--- src/rtl/mul_const_arbiter.sv ---
// -----------------------------------------------------------------------------
// mul_const_arbiter
//   Shares one external mul_const fixed-point multiplier (Q8.40) among N_REQ
//   requesters. A round-robin pointer picks the winner in IDLE. The winner's
//   operand pair is latched onto mul_inp/mul_const_in and mul_arm is raised.
//   When the multiplier reports mul_finished, the product is captured into
//   res and a one-cycle one-hot done pulse goes to the winner. The FSM then
//   waits in CLR for mul_finished to fall before the next grant.
//
// Handshake: mul_arm is a level request to the multiplier. It stays high,
//   with the operands held stable, until mul_finished is seen high. mul_arm
//   then drops and the multiplier must lower mul_finished before a new arm
//   is issued. Dropping mul_arm at any other time (reset, watchdog) aborts the
//   multiplier.
//
// Ports
//   clk, rst_L        clock, asynchronous active-low reset
//   req               per-requester level request
//   inp_flat          operand i at [i*IN_WID +: IN_WID]
//   const_flat        constant i at [i*CONSTS_WID +: CONSTS_WID]
//   done              one-cycle one-hot completion pulse
//   res               product, valid while done != 0, held afterwards
//   grant_idx         index of the current or last winner
//   busy              high whenever the FSM is not in IDLE
//   mul_inp           registered operand to mul_const.inp
//   mul_const_in      registered constant to mul_const.const_in
//   mul_arm           arm request to mul_const
//   mul_outp          product from mul_const
//   mul_finished      completion level from mul_const
//   timeout_err       sticky watchdog flag (tied 0 without the watchdog)
//   state_dbg         current FSM state (0 IDLE, 1 ARM, 2 CLR)
//
// Configuration
//   MUL_ARB_TIMEOUT_EN : when defined, a 16-bit watchdog aborts an ARM phase
//                        that lasts TIMEOUT_CYC cycles without mul_finished.
// -----------------------------------------------------------------------------
module mul_const_arbiter #(
  parameter int N_REQ       = 3,
  parameter int GRANT_WID   = 2,
  parameter int CONSTS_WID  = 48,
  parameter int IN_WID      = 48,
  parameter int TIMEOUT_CYC = 256
) (
  input  logic                        clk,
  input  logic                        rst_L,
  input  logic [N_REQ-1:0]            req,
  input  logic [N_REQ*IN_WID-1:0]     inp_flat,
  input  logic [N_REQ*CONSTS_WID-1:0] const_flat,
  output logic [N_REQ-1:0]            done,
  output logic [CONSTS_WID-1:0]       res,
  output logic [GRANT_WID-1:0]        grant_idx,
  output logic                        busy,
  output logic [IN_WID-1:0]           mul_inp,
  output logic [CONSTS_WID-1:0]       mul_const_in,
  output logic                        mul_arm,
  input  logic [CONSTS_WID-1:0]       mul_outp,
  input  logic                        mul_finished,
  output logic                        timeout_err,
  output logic [1:0]                  state_dbg
);

  // Elaboration-time parameter sanity checks.
  if (N_REQ < 2 || N_REQ > 8) begin : g_bad_nreq
    $error("mul_const_arbiter: N_REQ must be 2..8");
  end
  if ((1 << GRANT_WID) < N_REQ) begin : g_bad_gwid
    $error("mul_const_arbiter: GRANT_WID too small for N_REQ");
  end
  if (TIMEOUT_CYC < 1 || TIMEOUT_CYC > 65535) begin : g_bad_tmo
    $error("mul_const_arbiter: TIMEOUT_CYC must be 1..65535");
  end

  typedef enum logic [1:0] {
    ST_IDLE = 2'd0,
    ST_ARM  = 2'd1,
    ST_CLR  = 2'd2
  } state_e;

  state_e                  state_q;
  logic [GRANT_WID-1:0]    ptr_q;
  logic [GRANT_WID-1:0]    grant_q;
  logic [N_REQ-1:0]        done_q;
  logic [CONSTS_WID-1:0]   res_q;
  logic                    busy_q;
  logic                    arm_q;
  logic [IN_WID-1:0]       inp_q;
  logic [CONSTS_WID-1:0]   const_q;

  logic                    pick_vld_d;
  logic [GRANT_WID-1:0]    pick_idx_d;
  logic [GRANT_WID-1:0]    ptr_next_d;

  // Round-robin search: scan from the pointer downwards in priority so the
  // requester closest to the pointer (wrapping) is the last one written.
  always_comb begin
    pick_vld_d = 1'b0;
    pick_idx_d = '0;
    for (int k = N_REQ - 1; k >= 0; k--) begin
      int j;
      j = int'(ptr_q) + k;
      if (j >= N_REQ) j = j - N_REQ;
      if (req[j]) begin
        pick_vld_d = 1'b1;
        pick_idx_d = GRANT_WID'(j);
      end
    end
  end

  // Pointer moves one past the winner so it ranks last in the next round.
  assign ptr_next_d = (int'(grant_q) == N_REQ - 1) ? '0 : grant_q + GRANT_WID'(1);

`ifdef MUL_ARB_TIMEOUT_EN
  logic [15:0] wd_cnt_q;
  logic        tmo_q;
`endif

  always_ff @(posedge clk or negedge rst_L) begin
    if (!rst_L) begin
      state_q  <= ST_IDLE;
      ptr_q    <= '0;
      grant_q  <= '0;
      done_q   <= '0;
      res_q    <= '0;
      busy_q   <= 1'b0;
      arm_q    <= 1'b0;
      inp_q    <= '0;
      const_q  <= '0;
`ifdef MUL_ARB_TIMEOUT_EN
      wd_cnt_q <= '0;
      tmo_q    <= 1'b0;
`endif
    end else begin
      done_q <= '0;
      case (state_q)
        ST_IDLE: begin
          // A multiplier still showing finished from a previous job is
          // not re-armed until it settles.
          if (!mul_finished && pick_vld_d) begin
            grant_q  <= pick_idx_d;
            inp_q    <= inp_flat[int'(pick_idx_d)*IN_WID +: IN_WID];
            const_q  <= const_flat[int'(pick_idx_d)*CONSTS_WID +: CONSTS_WID];
            arm_q    <= 1'b1;
            busy_q   <= 1'b1;
            state_q  <= ST_ARM;
`ifdef MUL_ARB_TIMEOUT_EN
            wd_cnt_q <= '0;
`endif
          end
        end
        ST_ARM: begin
          if (mul_finished) begin
            res_q   <= mul_outp;
            done_q  <= N_REQ'(1) << grant_q;
            arm_q   <= 1'b0;
            ptr_q   <= ptr_next_d;
            state_q <= ST_CLR;
`ifdef MUL_ARB_TIMEOUT_EN
          end else if (wd_cnt_q == 16'(TIMEOUT_CYC - 1)) begin
            // Abort: no done pulse, res untouched, winner still loses its turn.
            arm_q   <= 1'b0;
            tmo_q   <= 1'b1;
            ptr_q   <= ptr_next_d;
            state_q <= ST_CLR;
          end else begin
            wd_cnt_q <= wd_cnt_q + 16'd1;
`endif
          end
        end
        ST_CLR: begin
          if (!mul_finished) begin
            busy_q  <= 1'b0;
            state_q <= ST_IDLE;
          end
        end
        default: begin
          arm_q   <= 1'b0;
          busy_q  <= 1'b0;
          state_q <= ST_IDLE;
        end
      endcase
    end
  end

  assign done         = done_q;
  assign res          = res_q;
  assign grant_idx    = grant_q;
  assign busy         = busy_q;
  assign mul_inp      = inp_q;
  assign mul_const_in = const_q;
  assign mul_arm      = arm_q;
  assign state_dbg    = state_q;
`ifdef MUL_ARB_TIMEOUT_EN
  assign timeout_err  = tmo_q;
`else
  assign timeout_err  = 1'b0;
`endif

endmodule

--- config.mk ---
export PLATFORM = sky130hd
export DESIGN_NAME = mul_const_arbiter
export DESIGN_NICKNAME = d
export VERILOG_FILES = /design/src/rtl/mul_const_arbiter.sv
export SDC_FILE = /design/constraint.sdc
export NUM_CORES = 1
export LEC_CHECK = 0
export ABC_AREA = 1
export BUFFER_PORTS_ARGS = -buffer_cell sky130_fd_sc_hd__buf_4
export CORE_AREA = 2 2 192 194
export CTS_CLUSTER_SIZE = 40
export DETAILED_ROUTE_END_ITERATION = 6
export DIE_AREA = 0 0 194 196
export PLACE_DENSITY = 0.48
export SETUP_SLACK_MARGIN = 0.4
export SLEW_MARGIN = 20
export SYNTH_ARGS = -nofsm -noshare
export SYNTH_HDL_FRONTEND = slang
export SYNTH_SLANG_ARGS = --single-unit
--- constraint.sdc ---
create_clock -name clk -period 1.9 [get_ports clk]
set_clock_uncertainty 0.05 [all_clocks]
set_input_delay 0.19 -clock clk [delete_from_list [all_inputs] [get_ports clk]]
set_output_delay 0.19 -clock clk [all_outputs]
set_load 0.005 [all_outputs]
# [After elaboration in Yosys (flattened, before gate mapping)]
# Index checks and enable logic that the tools add are counted.
[op_classes] magnitude_cmp=6 reduce_logical=8 n_shift=3 n_bitwise=2 n_mul=1 n_eq_ne=6 muxes=30 addsub=6
[op_table] cell="$shiftx 144x32->48" n=1
[op_table] cell="$shiftx 144x9->48" n=1
[op_table] cell="$lt 32x4->1 const B" n=3
[op_table] cell="$mux 32" n=3
[op_table] cell="$mux 2" n=7
[op_table] cell="$mux 1" n=12
[op_table] cell="$reduce_and 3->1" n=3
[op_table] cell="$sub 3x2->4 const B" n=2
[op_table] cell="$bmux 1 s2" n=3
[op_table] cell="$ge 3x2->1 const B" n=2
[op_table] cell="$mux 3" n=2
[op_table] cell="$ne 2x2->1 const B" n=3
[op_table] cell="$pmux 1 s3" n=2
[op_table] cell="$pmux 2 s3" n=1
[op_table] cell="$eq 2x2->1 const B" n=2
[op_table] cell="$mul 2x2->4 const B" n=1
[op_table] cell="$reduce_and 2->1" n=2
[op_table] cell="$add 2x1->3 const B" n=1
[op_table] cell="$add 2x2->3 const B" n=1
[op_table] cell="$shl 1x2->3 const A" n=1
[op_table] cell="$sub 2x2->3 const B" n=1
[op_table] cell="$add 2x1->2 const B" n=1
[op_table] cell="$eq 2x1->1 const B" n=1
[op_table] cell="$ge 2x2->1 const B" n=1
[op_table] cell="4 further kinds" n=5
[totals] elab_cells=71 regBits=155 in_bits=342 output_inout_bits=154

# [Logic depth before layout (Yosys ltp)]
# Gate-level depths: netlist of run 1.
[depth] depth_word=12 depth_mapped=15 mapped_depth_nobuf=14

# [Least setup slack after synthesis of run 1]
# Ideal clock, no wire load.
[synth_path] path_kind="reg2reg" startpoint="register ptr_q[0]" endpoint="register inp_q[21] (netlist: mul_inp[21])" arrival_ns=1.897 stages_incl_launch_ff=14 path_slack_ns=-0.171 setup_ns=0.124 path_buffers=2 t_required_ns=1.726 synth_period_minus_slack_ns=2.071 cell_sequence="dfrtp_1 > inv_1 > ha_1 > inv_2 > nand3_1 > inv_1 > a21oi_1 > nand3_1 > nand3_1 > buf_6 > clkbuf_1 > nor2_1 > a21oi_1 > nand2_1"
[synth_between] elab_chain_len=11 elab_cells_between_ends=30 classes_between="5 x add/sub; 1 x mul; 3 x order compare; 1 x shift; 18 x mux; 2 x reduce/logical"
[synth_lines] element="start, declared" line="80" source="logic [GRANT_WID-1:0] ptr_q;"
[synth_lines] element="start signal, assigned" line="155" source="ptr_q <= ptr_next_d;"
[synth_lines] element="$add 2x2->3" line="100" source="j = int'(ptr_q) + k;"
[synth_lines] element="$sub 3x2->4 or $ge 3x2->1 (tied branches)" line="101" source="if (j >= N_REQ) j = j - N_REQ;"
[synth_lines] element="$mux 32" line="101"
[synth_lines] element="$bmux 1 s2" line="102" source="if (req[j]) begin"
[synth_lines] element="$mux 1 (not written as such) (2 in a row)" line="102"
[synth_lines] element="$mux 2 or $mux 1 (tied branches) (3 in a row)" line="102"
[synth_lines] element="$mul 2x2->4 or $logic_and 1x1->1 (tied branches)" line="140, 138"
[synth_lines] element="$shiftx 144x32->48 or $reduce_and 2->1 (tied branches)"
[synth_lines] element="end signal, assigned" line="140" source="inp_q <= inp_flat[int'(pick_idx_d)*IN_WID +: IN_WID];"
[synth_lines] element="end, declared" line="86" source="logic [IN_WID-1:0] inp_q;"
# Parallel ways exist; a longest one is shown, timed or not. The select of a mux whose other input is x is not followed.
# A chain may end at the register's enable or synchronous reset.

# [Worst setup path in the final report of run 1]
[layout_path] startpoint="register ptr_q[0]" endpoint="register inp_q[4] (netlist: mul_inp[4])"
# The elaborated chain is that of the path after synthesis.

==> flow_summary_export.csv, run 1 <==
group,metric,value,unit
run_status,status,"finished with violations",
run_status,violations,"negative setup slack",
critical_path,critical_path_peak_fanout,11,
critical_path,cp_slowest_stage_delay,0.42,ns
route,drc_errors,0,
global_routing,antenna_found_initial,1,
power,max-vdd-ir-drop,877,µV
power,powerDensity,1660,mW/mm²
finish,finalCoreUtilization,0.484,
critical_path,critical-path-slowest-cell,"dfrtp_1",
route,wl,41300,µm
clock_network,cts.path.max_buffers,2,
clock_network,cts_buffers,17,
critical_path,cp_common_cell,"nand2_2",
synth,synth_cell_types,24,
critical_path,rrSetupSlack,-0.37,ns
sta,fmax,441,MHz
route,first_pass_iters,5,
sta,tns,-29.13,ns
power,seqPwrFrac,0.202,
global_routing,grt_pass1_vias,10999,
synth,synth-edff-count,0,
power,clockPowerShare,0.120,
synth,seq_area_frac_synth,0.436,
finish,mostFrequentLayoutCell,"buf_4",
synth,syn_area,0.00889,mm²
critical_path,crit_chain,"inv_2 > ha_4 > inv_4 > nand2_2 > nand2_2 > a21oi_2 > nand2_2 > nand3_4 > nand2_8 > buf_12 > buf_16 > o211ai_1 > nand2_1",
sta,period_minus_slack,2.27,ns
synth,synth_area_per_cell,6.75,µm²
critical_path,reg2reg_to,"mul_inp[4]$_DFFE_PN0P_",
power,total_power,29.0,mW
floorplanning,ios,496,
placed_design,gp_congestion,0.871,
route,wl_per_cell,16.5,µm
critical_path,criticalPathCategory,"reg -> reg",
placed_design,dpl_worst_slack,-0.331,ns
critical_path,path_buf_inv,4,
floorplanning,core,0.0361,mm²
sta,finalCritPeriodShare,1.19,
finish,drive_above_1_share,0.397,
finish,syn_to_final_growth,96.7,%
critical_path,worst_setup_path_start_kind,"flop",
global_routing,grt_use_met2,0.341,
sta,max_slew_margin,0.648,
route,avgViaCountPerCell,4.39,
worst_hold_path,holdCritPathClass,"in -> reg",
power,swShare,0.430,
global_routing,grt-ovfl-total,0,
worst_hold_path,hold_path_depth,3,
clock_network,cts.clk_slew.worst_paths,0.07,ns
synth,async_flop_share,1.00,
global_routing,grt_pass1_wl,60000,µm
floorplanning,die_w,194,µm
sta,tightest_slew,0.528,ns
global_routing,grtUsageMet1,0.242,
clock_network,cts_tree,"yes",
critical_path,cp-end-kind,"flop",
global_routing,grt_use_met3,0.0560,
sta,finalHoldViolations,0,
sta,setup_violations,101,
synth,syn_nets,1662,
sta,setup_slack,-0.367,ns
critical_path,reg2reg_from,"ptr_q[0]$_DFFE_PN0P_",
critical_path,reg2reg_depth,13,
route,ant_nets,0,
placed_design,place.detailed.hpwl,28100,µm
synth,ys_ff_latch,155,
critical_path,cp_top_family,"simple AND/OR/NAND/NOR gates",
sta,report.final.slew_viol_count,0,
placed_design,portBuffers,494,
flow_run,cap_violations,0,
floorplanning,die_area,0.0380,mm²
synth,ys.flop_type,"dfrtp_1",
finish,layout_common_cells,"542 x buf_4, 368 x nand2_1, 284 x inv_1",
critical_path,path_depth,13,
power,pwr-share-comb,0.678,
clock_network,cts_sinks,155,
sta,rsz0062_at_grt,"true",
critical_path,startpoint,"ptr_q[0]$_DFFE_PN0P_",
power,netSwitchingPower,12.5,mW
finish,finalNetCount,2375,
global_routing,busiest_layer,"met2",
worst_hold_path,min-delay-start,"const_flat[118]",
global_routing,grt_max_degree,49,
route,drt_iter0_markers,453,
clock_network,h-tree-depth,4,
synth,yosysWarnings,0,
clock_network,clockRootBuffer,"clkbuf_16",
synth,synth_cells,1316,
critical_path,required,2.17,ns
worst_hold_path,min_to,"mul_const_in[22]$_DFFE_PN0P_",
floorplanning,start_util,0.246,
global_routing,grtUsageTotal,0.201,
route,vias,11014,
power,intPower,16.5,mW
power,p_leak,9.76,nW
floorplanning,row_count,70,
critical_path,critical_path_arrival,2.54,ns
clock_network,worstSkewPairLatency,0.44,ns
floorplanning,die_h,196,µm
[synth_stat cells, types with 2 or more instances]
master    instances  area share
inv_1           292        0.12
o211ai_1         35       0.030
buf_1             9      0.0038
nand2_1         400        0.17
buf_4             4      0.0034
nand2_2           3      0.0021
nor2_1           43       0.018
ha_1              4      0.0056
inv_2             5      0.0021
buf_6             3      0.0038
dfrtp_1         155        0.44
o21ai_0           2      0.0011
a21oi_1         160       0.090
nand3_1         131       0.074
buf_2            32       0.018
clkbuf_1         30       0.013
[sequential cells by signal, summed over array words and instances (netlist names)]
signal        flops
mul_arm           1
grant_idx         2
ptr_q             2
mul_inp          48
res              48
done              3
mul_const_in     48
busy              1
state_dbg         2
[cell type report]
class                   count  area [µm²]
fillers                  3494       18600
repair buffers            771        7080
multi-input cells         787        4220
flip-flops and latches    155        3880
inverters                 297        1130
well taps                 468         586
clock buffers              17         425
clock inverters            15         161
diodes                      1        2.50
[worst max-delay path by stage]
stage                                       end
finish                   mul_inp[4]$_DFFE_PN0P_
global route             mul_inp[4]$_DFFE_PN0P_
CTS                     mul_inp[24]$_DFFE_PN0P_
detailed placement      mul_inp[10]$_DFFE_PN0P_
global placement    mul_const_in[4]$_DFFE_PN0P_
floorplan               mul_inp[14]$_DFFE_PN0P_
[per-stage QoR]
step / area [µm²] / instances / hold WS (ns)
floorplan: 9010 / 1316 / -0.156
global route: 17500 / 2510 / 0.00138
CTS: 16600 / 2486 / 0.000102
global placement: 13700 / 2270 / 0.145
finish: 17500 / 2511 / 0.0104
detailed placement: 13700 / 2270 / 0.147
[layer usage]
metal | wire length (µm) | vias up
li1 | - | 5424
met1 | 17100 | 5103
met2 | 20200 | 425
met3 | 2950 | 62
met4 | 1070 | 0
met5 | 0 | -
[power groups by stage]
stage,combinational (mW),sequential [mW],clock (mW)
6_report,19.7,5.88,3.48
5_1_grt,21.4,6.08,3.73
4_1_cts,16.8,5.87,3.60
3_5_place_dp,14.3,5.88,0
3_3_place_gp,14.2,5.85,0
2_1_floorplan,7.52,5.89,0
[cells by family (layout without fill, tap and decap cells)]
logic type	after synthesis	in the layout	synth area share
simple gates	581	582	0.267
compound gates	200	200	0.123
buf+inv	375	1100	0.167
flops	155	155	0.436
other cells	1	2	0.000422
fa+ha+maj	4	4	0.00563
[worst min-delay path: stages]
cell and delay [ns]:
buf_4 0.09, a21oi_2 0.05, a21oi_2 0.13
[repair_timing]
action                     CTS  global route
buffers inserted            20             9
hold endpoints to repair   178             0
gates resized for setup     84           127
hold buffers               154             0
setup endpoints to repair  101           151
pin swaps                   12            21
gates cloned                10            15
Power figures use the tool's default switching activity.
==> run 2: changes to the inputs <==
--- a/config.mk
+++ b/config.mk
@@ -7,11 +7,13 @@
 export LEC_CHECK = 0
 export ABC_AREA = 1
 export BUFFER_PORTS_ARGS = -buffer_cell sky130_fd_sc_hd__buf_4
-export CORE_AREA = 2 2 192 194
+export CELL_PAD_IN_SITES_DETAIL_PLACEMENT = 0
+export CELL_PAD_IN_SITES_GLOBAL_PLACEMENT = 1
+export CORE_AREA = 2 2 190 192
 export CTS_CLUSTER_SIZE = 40
 export DETAILED_ROUTE_END_ITERATION = 6
-export DIE_AREA = 0 0 194 196
-export PLACE_DENSITY = 0.48
+export DIE_AREA = 0 0 192 194
+export PLACE_DENSITY = 0.69
 export SETUP_SLACK_MARGIN = 0.4
 export SLEW_MARGIN = 20
 export SYNTH_ARGS = -nofsm -noshare
==> flow_summary_export.csv, run 2 (synthesis results as in run 1) <==
group,metric,value,unit
sta,period_minus_slack,2.18,ns
route,avgViaCountPerCell,4.41,
global_routing,antenna_found_initial,0,
clock_network,cts.clk_slew.worst_paths,0.07,ns
clock_network,cts_sinks,155,
finish,mostFrequentLayoutCell,"buf_4",
placed_design,portBuffers,494,
global_routing,grt-ovfl-total,0,
critical_path,critical_path_peak_fanout,8,
floorplanning,die_w,192,µm
sta,report.final.slew_viol_count,0,
flow_run,cap_violations,0,
sta,setup_slack,-0.282,ns
floorplanning,start_util,0.252,
critical_path,cp-end-kind,"flop",
clock_network,cts_buffers,17,
sta,fmax,458,MHz
worst_hold_path,holdCritPathClass,"in -> reg",
placed_design,dpl_cell_area,0.0135,mm²
run_status,violations,"negative setup slack",
sta,rsz0062_at_grt,"true",
clock_network,cts_tree,"yes",
finish,layout_common_cells,"525 x buf_4, 346 x nand2_1, 281 x inv_1",
finish,syn_to_final_growth,100,%
sta,max_slew_margin,0.594,
clock_network,h-tree-depth,4,
critical_path,worst_setup_path_start_kind,"flop",
finish,diodes,0,
critical_path,required,2.17,ns
finish,finalNetCount,2358,
power,max-vdd-ir-drop,1190,µV
clock_network,clockRootBuffer,"clkbuf_16",
sta,setup_violations,99,
clock_network,cts.path.max_buffers,2,
global_routing,grt_max_degree,54,
floorplanning,row_count,69,
route,first_pass_iters,4,
sta,finalHoldViolations,0,
run_status,status,"finished with violations",
route,wl_per_cell,17.5,µm
route,drt_iter0_markers,369,
finish,drive_above_1_share,0.416,
placed_design,gp_congestion,0.836,
placed_design,place.detailed.hpwl,26900,µm
global_routing,grt_pass1_vias,10539,
route,drc_errors,0,
power,p_leak,10.0,nW
clock_network,worstSkewPairLatency,0.45,ns
route,ant_nets,0,
critical_path,critical_path_arrival,2.45,ns
floorplanning,ios,496,
finish,fin_area,0.0178,mm²
floorplanning,core,0.0352,mm²
route,vias,10973,
global_routing,grtUsageTotal,0.198,
floorplanning,die_area,0.0372,mm²
route,wl,43500,µm
sta,finalCritPeriodShare,1.15,
global_routing,grt_pass1_wl,57200,µm
critical_path,criticalPathCategory,"reg -> reg",
sta,tightest_slew,0.609,ns
power,total_power,30.3,mW
power,powerDensity,1700,mW/mm²
floorplanning,die_h,194,µm
## run 2: power breakdown
part | internal (mW) | switching (mW)
logic | 9.90 | 10.7
registers | 4.92 | 0.962
clock network | 2.16 | 1.60
total | 17.0 | 13.3
## run 2: worst paths after layout
path | start | cells past startpoint | slack (ns) | to
max in group asynchronous | rst_L | 3 | 0.94 | mul_inp[31]$_DFFE_PN0P_
min in group asynchronous | rst_L | 2 | 0.27 | mul_const_in[22]$_DFFE_PN0P_
worst max-delay path | ptr_q[1]$_DFFE_PN0P_ | 13 | -0.28 | mul_inp[3]$_DFFE_PN0P_
worst min-delay path | inp_flat[139] | 3 | 0.02 | mul_inp[43]$_DFFE_PN0P_
worst min register to register | res[44]$_DFFE_PN0P_ | 2 | 0.42 | res[44]$_DFFE_PN0P_
worst max register to register | ptr_q[1]$_DFFE_PN0P_ | 13 | -0.28 | mul_inp[3]$_DFFE_PN0P_
## run 2: cell type report
| type | count | area (µm²) |
|---|---|---|
| Clock buffer | 18 | 439 |
| Tap cell | 461 | 577 |
| Inverter | 297 | 1130 |
| Multi-Input combinational cell | 786 | 4500 |
| Fill cell | 3384 | 17400 |
| Timing Repair Buffer | 755 | 7070 |
| Clock inverter | 14 | 194 |
| Sequential cell | 155 | 3880 |
## run 2: worst max-delay path, stage by stage (launching register included)
cell,delay [ns]
dfrtp_1,0.43
ha_4,0.31
inv_4,0.05
nand2_4,0.06
nand2_4,0.06
a21oi_4,0.17
nand3_2,0.13
nand3_4,0.14
buf_6,0.12
nor2_4,0.04
buf_12,0.14
buf_12,0.14
o211ai_1,0.14
nand2_1,0.08
## run 2: routing by layer
metal | global-route usage | vias to the layer above | routed length [µm]
li1 | - | 5398 | -
met3 | 0.0501 | 58 | 2910
met2 | 0.347 | 406 | 22200
met4 | 0.0718 | 0 | 1140
met1 | 0.231 | 5111 | 17300
met5 | 0 | - | 0
## run 2: metrics by stage
step | hold WS (ns) | std cells | setup WS, ns | setup TNS [ns] | utilization
finish | 0.0182 | 2486 | -0.282 | -21.26 | 0.505
detailed placement | 0.171 | 2239 | -0.336 | -25.92 | 0.382
global route | 0.0126 | 2486 | -0.397 | -32.04 | 0.505
floorplan | -0.156 | 1316 | -0.0729 | -3.66 | -
CTS | 0.000234 | 2433 | -0.247 | -18.19 | 0.458
global placement | 0.169 | 2239 | -0.266 | -20.29 | 0.382
## run 2: timing repair
| item | in CTS | in global routing |
|---|---|---|
| setup endpoints to repair | 101 | 149 |
| cloned | 5 | 29 |
| gates resized for setup | 88 | 197 |
| buffers inserted | 7 | 22 |
| pin swaps | 12 | 49 |
| endpoints found under the hold margin | 177 | 2 |
| hold buffers | 150 | 2 |
==> run 3: changes to the inputs <==
--- a/config.mk
+++ b/config.mk
@@ -9,11 +9,11 @@
 export BUFFER_PORTS_ARGS = -buffer_cell sky130_fd_sc_hd__buf_4
 export CELL_PAD_IN_SITES_DETAIL_PLACEMENT = 0
 export CELL_PAD_IN_SITES_GLOBAL_PLACEMENT = 1
-export CORE_AREA = 2 2 190 192
+export CORE_AREA = 2 2 192 194
 export CTS_CLUSTER_SIZE = 40
 export DETAILED_ROUTE_END_ITERATION = 6
-export DIE_AREA = 0 0 192 194
-export PLACE_DENSITY = 0.69
+export DIE_AREA = 0 0 194 196
+export PLACE_DENSITY = 0.65
 export SETUP_SLACK_MARGIN = 0.4
 export SLEW_MARGIN = 20
 export SYNTH_ARGS = -nofsm -noshare
==> constraint.sdc (replaced) <==
create_clock -name clk -period 2.3 [get_ports clk]
set_clock_uncertainty 0.05 [all_clocks]
set_input_delay 0.23 -clock clk [delete_from_list [all_inputs] [get_ports clk]]
set_output_delay 0.23 -clock clk [all_outputs]
set_load 0.005 [all_outputs]
==> flow_summary_export.csv, run 3 (synthesis results as in run 1) <==
group,metric,value,unit
finish,multi_input_area,0.00392,mm²
worst_hold_path,hold_path_depth,3,
route,drt_iter0_markers,416,
floorplanning,die_w,194,µm
finish,diodes,0,
sta,report.final.slew_viol_count,0,
placed_design,gp_congestion,0.821,
critical_path,rrSetupSlack,0.09,ns
finish,stdcell_count,2429,
clock_network,cts_sinks,155,
sta,tns,0,ns
sta,finalCritPeriodShare,0.962,
sta,period_minus_slack,2.21,ns
sta,rsz0062_at_grt,"true",
route,vias,10706,
sta,max_slew_margin,0.542,
floorplanning,die_area,0.0380,mm²
critical_path,critical_path_arrival,2.55,ns
placed_design,portBuffers,494,
power,max-vdd-ir-drop,899,µV
route,drc_errors,0,
sta,finalHoldViolations,0,
worst_hold_path,min-delay-start,"inp_flat[138]",
finish,layout_common_cells,"528 x buf_4, 386 x nand2_1, 287 x inv_1",
global_routing,grt_pass1_wl,59700,µm
power,powerDensity,1380,mW/mm²
clock_network,cts_tree,"yes",
run_status,status,"finished, final reports clean",
floorplanning,start_util,0.246,
global_routing,grtUsageTotal,0.203,
worst_hold_path,holdCritPathClass,"in -> reg",
clock_network,worstSkewPairLatency,0.45,ns
power,total_power,22.7,mW
finish,mostFrequentLayoutCell,"buf_4",
clock_network,cts.clk_slew.worst_paths,0.07,ns
clock_network,clockRootBuffer,"clkbuf_16",
floorplanning,die_h,196,µm
global_routing,grt-ovfl-total,0,
critical_path,reg2reg_from,"ptr_q[1]$_DFFE_PN0P_",
route,wl_per_cell,17.4,µm
global_routing,grt_max_degree,59,
flow_run,cap_violations,0,
route,wl,42200,µm
global_routing,grt_pass1_vias,10355,
finish,fill_cells,3612,
critical_path,required,2.63,ns
worst_hold_path,min_to,"mul_inp[42]$_DFFE_PN0P_",
critical_path,criticalPathCategory,"reg -> reg",
finish,finalNetCount,2295,
power,p_leak,9.33,nW
route,ant_nets,0,
sta,setup_violations,0,
sta,fmax,452,MHz
floorplanning,core,0.0361,mm²
placed_design,place.detailed.hpwl,27500,µm
critical_path,critical_path_peak_fanout,8,
clock_network,h-tree-depth,4,
critical_path,cp-end-kind,"flop",
finish,finalCoreUtilization,0.454,
route,first_pass_iters,5,
finish,syn_to_final_growth,84.4,%
finish,drive_above_1_share,0.363,
clock_network,cts_buffers,17,
critical_path,worst_setup_path_start_kind,"flop",
global_routing,antenna_found_initial,0,
critical_path,reg2reg_depth,14,
clock_network,cts.path.max_buffers,2,
floorplanning,row_count,70,
sta,tightest_slew,0.688,ns
route,avgViaCountPerCell,4.41,
floorplanning,ios,496,
finish,register_area,0.00388,mm²
critical_path,reg2reg_to,"mul_const_in[8]$_DFFE_PN0P_",
placed_design,dp.cells,2241,
[run 3: through the flow]
| stage | instance area, µm² | hold slack, ns | setup WS (ns) |
|---|---|---|---|
| final | 16400 | 0.00603 | 0.0863 |
| after global routing | 16400 | 0.0115 | -0.0283 |
| after detailed placement | 13400 | 0.246 | -0.0140 |
| after CTS | 15500 | 0.000612 | 0.0999 |
| after floorplan | 9000 | -0.116 | 0.327 |
| after global placement | 13400 | 0.251 | -0.0114 |
[run 3: critical path, stage by stage, from the launching register on]
cell and delay [ns]:
dfrtp_1 0.43, ha_4 0.31, inv_4 0.06, nand2_2 0.07
nand2_4 0.07, nand2_2 0.09, nand2_2 0.07, nand2_2 0.10
nand3_4 0.13, buf_8 0.16, buf_4 0.14, buf_16 0.15
nand3_1 0.07, nand3_1 0.09, a21oi_2 0.14
[run 3: worst max-delay path by stage]
stage / startpoint / to / slack (ns)
finish: ptr_q[1]$_DFFE_PN0P_ / mul_const_in[8]$_DFFE_PN0P_ / 0.09
global route: ptr_q[0]$_DFFE_PN0P_ / mul_const_in[14]$_DFFE_PN0P_ / -0.03
CTS: ptr_q[0]$_DFFE_PN0P_ / mul_inp[4]$_DFFE_PN0P_ / 0.1
detailed placement: ptr_q[0]$_DFFE_PN0P_ / mul_const_in[3]$_DFFE_PN0P_ / -0.01
global placement: ptr_q[0]$_DFFE_PN0P_ / mul_const_in[22]$_DFFE_PN0P_ / -0.01
floorplan: ptr_q[1]$_DFFE_PN0P_ / mul_inp[14]$_DFFE_PN0P_ / 0.33
[run 3: power by group]
group | switching [mW] | leakage [nW] | total (mW) | internal (mW)
Combinational | 7.75 | 7.22 | 14.9 | 7.19
Clock | 1.32 | 0.279 | 2.87 | 1.54
Sequential | 0.807 | 1.83 | 4.87 | 4.06
[run 3: timing repair]
action | in CTS | in global routing
pin swaps | 6 | 26
buffers inserted | 20 | 11
hold buffers | 96 | 0
resized for setup | 37 | 98
endpoints found under the hold margin | 145 | 0
gates cloned | 9 | 21
endpoints found under the setup margin | 101 | 101
[run 3: layer usage]
metal / global-route usage / share of wire / vias to the layer above
met5: 0 / 0 / -
met3: 0.0529 / 0.071 / 56
met2: 0.349 / 0.49 / 420
li1: - / - / 5264
met4: 0.0687 / 0.022 / 0
met1: 0.245 / 0.41 / 4966
[run 3: final cells by class]
cell class / count / area share
clock inverters: 13 / 0.00832
flip-flops and latches: 155 / 0.237
inverters: 297 / 0.0689
well taps: 468 / 0.0357
repair inverters: 1 / 0.000534
repair buffers: 691 / 0.384
clock buffers: 18 / 0.0268
multi-input cells: 786 / 0.239
